## src/rtl/decoder2to4_hold.sv

```systemverilog
// rtl/decoder2to4_hold.sv - sequential 2-to-4 decoder with programmable hold, gap cycle and sticky history
module decoder2to4_hold #(
  parameter int unsigned HOLD = 4
) (
  input  logic       clk,
  input  logic       rst_n,
  input  logic [1:0] A,
  input  logic       valid,
  output logic       ready,
  output logic [3:0] Y,
  output logic       busy,
  output logic [3:0] hist,
  input  logic       clr
);

  typedef enum logic [1:0] {
    IDLE  = 2'd0,
    DRIVE = 2'd1,
    GAP   = 2'd2
  } state_t;

  localparam logic [7:0] HOLD_M1 = 8'(HOLD - 1);

  state_t     state;
  logic [7:0] cnt;
  logic [3:0] a_onehot;
  logic       accept;

  assign a_onehot = 4'b0001 << A;
  assign accept   = (state == IDLE) && valid;

  // ready/busy decode straight from the state register so an async reset
  // drops them in the same cycle as Y
  assign ready = (state == IDLE);
  assign busy  = (state == DRIVE) || (state == GAP);

  always_ff @(posedge clk or negedge rst_n) begin
    if (!rst_n) begin
      state <= IDLE;
      cnt   <= 8'd0;
      Y     <= 4'b0000;
    end else begin
      case (state)
        IDLE: begin
          if (valid) begin
            Y     <= a_onehot;
            cnt   <= HOLD_M1;
            state <= DRIVE;
          end
        end
        DRIVE: begin
          if (cnt == 8'd0) begin
            Y     <= 4'b0000;
            state <= GAP;
          end else begin
            cnt <= cnt - 8'd1;
          end
        end
        GAP: begin
          state <= IDLE;
        end
        default: begin
          Y     <= 4'b0000;
          state <= IDLE;
        end
      endcase
    end
  end

  // a decode on the same edge as clr survives: clear first, then set
  always_ff @(posedge clk or negedge rst_n) begin
    if (!rst_n) begin
      hist <= 4'b0000;
    end else if (accept) begin
      hist <= (clr ? 4'b0000 : hist) | a_onehot;
    end else if (clr) begin
      hist <= 4'b0000;
    end
  end

endmodule

```

## config.mk

```make
export PLATFORM = sky130hd
export DESIGN_NAME = decoder2to4_hold
export DESIGN_NICKNAME = d
export VERILOG_FILES = /design/src/rtl/decoder2to4_hold.sv
export SDC_FILE = /design/constraint.sdc
export NUM_CORES = 1
export LEC_CHECK = 0
export ABC_AREA = 1
export ABC_CLOCK_PERIOD_IN_PS = 3300
export BUFFER_PORTS_ARGS = -buffer_cell sky130_fd_sc_hd__buf_2
export CORE_MARGIN = 4
export CORE_UTILIZATION = 55
export DETAILED_ROUTE_END_ITERATION = 16
export PLACE_DENSITY = 0.77
export SLEW_MARGIN = 10
export SYNTH_ARGS = -nofsm -noshare
export SYNTH_HDL_FRONTEND = slang
export SYNTH_SLANG_ARGS = --single-unit
```

## constraint.sdc

```tcl
create_clock -name clk -period 3.3 [get_ports clk]
set_clock_uncertainty 0.2 [all_clocks]
set_input_delay 0.66 -clock clk [delete_from_list [all_inputs] [get_ports clk]]
set_output_delay 0.66 -clock clk [all_outputs]
set_load 0.01 [all_outputs]
```

==> flow_metrics.tcl <==
set metrics [dict create \
    status "finished, final reports clean" \
    port_buffers 15 \
    internal_power_uw 596 \
    track_usage 0.187 \
    place_congestion 0.862 \
    wire_per_inst_um 11.4 \
    grt_max_degree 19 \
    p_sw_uw 560 \
    vias 912 \
    rrSetupSlack_ps 1380 \
    rows 15 \
    fillCellCount 165 \
    core_mm2 0.00180 \
    start_util 0.603 \
    crit_path_start_kind "flop" \
    max_cap_violations 0 \
    finalNetCount 171 \
    seqPwrFrac 0.323 \
    vias_per_cell 4.98 \
    instances_no_fill 183 \
    first_global_vias 865 \
    fin_tns_setup_ps 0 \
    synth_cells 142 \
    path_clk_slew_ps 100 \
    crit_path_cell_trace "inv_1, ha_1, buf_2" \
    fin_crit_sh 0.625 \
    synth.avg_cell_area_um2 7.65 \
    die_w_um 52.4 \
    hold_viol_final 0 \
    grt_pass1_wl_um 3790 \
    dieArea_mm2 0.00275 \
    globalRouteOverflowTotal 0 \
    die_y_um 52.4 \
    antenna_found_initial 0 \
    p_per_area_mw_per_mm2 972 \
    synth_area_mm2 0.00109 \
    layout.cells.most_common "nand2_1" \
    crit_required_ps 2440 \
    power_mw 1.16 \
    fin_area_mm2 0.00119 \
    drv_slew 0 \
    h-tree-depth 1 \
    worstPathMaxFanout 3 \
    flow.area_growth_from_synthesis_pct 9.56 \
    clockBufferDepth 2 \
    drt_iter0_drc 27 \
    setup_viol 0 \
    ys_seq_area_frac 0.415 \
    cts_buffers 3 \
    drive_gt1_frac 0.184 \
    cts_tree "done" \
    worstSetupPathType "flop to output pin" \
    multi_input_area_um2 529 \
    dp_cells 179 \
    fin_crit_ps 2060 \
    postRouteAntennaNets 0 \
    syn_nets 154 \
    tightest_slew_ps 386 \
    pwr-share-comb 0.560 \
    r2r_cells 8 \
    holdCritPathClass "input pin to asynchronous set/reset pin" \
    swShare 0.484 \
    postCtsResizedCells 0 \
    dp_hpwl_um 1680 \
    clkPwrFrac 0.117 \
    slowest_delay_ps 390 \
    relSlewSlack 0.743 \
    hold_buffers 0 \
    io_pins 16 \
    ys_warn_count 0 \
    ys_ff_latch 18 \
    diodes 0 \
    slowest_stage "dfrtp_1" \
    synthDistinctLibCells 22 \
    remaining_drc_errors 0 \
    final_cell_mix "51 x nand2_1, 18 x dfrtp_1, 17 x inv_1" \
    worstSkewPairLatency_ps 290 \
    post_cts.repair.setup_buffers 0 \
    dpl_cell_area_mm2 0.00115 \
    routed_wl_um 2090 \
    critPathArrivalTime_ps 1200 \
    firstDrtPassIters 4 \
    cp-end-kind "output pin" \
    leakage_nw 0.666 \
    reg2reg_from "state[0]$_DFFE_PN0P_" \
    rsz0062_at_grt "no" \
    fmaxAchievable_ghz 0.485 \
    cts.sinks 18 \
    root_buffer "clkbuf_4" \
    r2r-end "cnt[2]$_DFFE_PN0P_" \
    final-seq-area_um2 450 \
    ir_drop_mv 0.531 \
]
final cells by class:
cell class                      instances  area share
Inverter                               18      0.0568
Tap cell                               25      0.0263
Clock buffer                            4      0.0305
Timing Repair Buffer                   15      0.0631
Multi-Input combinational cell        103       0.445
Sequential cell                        18       0.379
cells in the mapped netlist:
cell,number,share of area
inv_1,17,0.059
inv_2,1,0.0035
buf_6,1,0.010
nand4_1,5,0.029
nand3_2,2,0.018
nor2_1,14,0.048
or2_1,1,0.0058
nand3_1,7,0.032
dfrtp_1,18,0.41
o21ai_2,2,0.016
nor2_2,1,0.0058
nand2_2,3,0.017
buf_12,1,0.018
o21ai_1,2,0.0092
nand2_1,51,0.18
o21ai_0,5,0.023
nand3_4,1,0.016
nor3_1,1,0.0046
ha_1,6,0.069
xor2_1,1,0.0081
xnor2_1,1,0.0081
buf_4,1,0.0069
cell families (layout without fill, tap and decap cells):
kind of cell,count (synthesis),count (layout),share of synthesized area
compound gates,9,9,0.0484
xor+xnor,2,2,0.0161
fa+ha+maj,6,6,0.0691
buf+inv,21,37,0.0979
flops,18,18,0.415
simple gates,86,86,0.354
metal layers:
layer,vias to the layer above,part of all wire,track usage
met2,20,0.50,0.300
met4,0,0.0062,0.0638
li1,478,-,-
met5,-,0,0
met1,412,0.44,0.248
met3,2,0.052,0.0399
sequential cells by signal (all words and copies together) (netlist names):
signal  count
cnt         8
Y           4
hist        4
state       2
how the worst max path moves through the flow:
stage	startpoint	endpoint	slack, ps	cells past startpoint
floorplan	state[0]$_DFFE_PN0P_	cnt[5]$_DFFE_PN0P_	1590	9
CTS	state[0]$_DFFE_PN0P_	busy	1220	3
detailed placement	valid	cnt[2]$_DFFE_PN0P_	1410	6
global placement	valid	cnt[3]$_DFFE_PN0P_	1460	6
finish	state[0]$_DFFE_PN0P_	busy	1240	3
global route	state[1]$_DFFE_PN0P_	cnt[2]$_DFFE_PN0P_	1170	8
power groups by stage:
stage	logic (mW)	clock network [mW]	registers (mW)
after CTS	0.650	0.141	0.373
after global routing	0.741	0.148	0.387
after floorplan	0.540	0	0.380
after global placement	0.627	0	0.375
after detailed placement	0.646	0	0.378
final	0.648	0.135	0.373
metrics by stage:
stage | setup WS [ps] | util | hold WS [ps]
after floorplan | 1590 | - | 164
after global placement | 1460 | 0.640 | 251
after detailed placement | 1410 | 0.640 | 255
after CTS | 1220 | 0.660 | 72.7
after global routing | 1170 | 0.660 | 93.6
final | 1240 | 0.660 | 69.1
worst max-delay path, delay by kind of cell, from the launching register on:
family                     cells  cell delay [ps]
buffers and inverters          2              230
adders and majority gates      1              290
DFF                            1              390
Power figures use the tool's default switching activity.
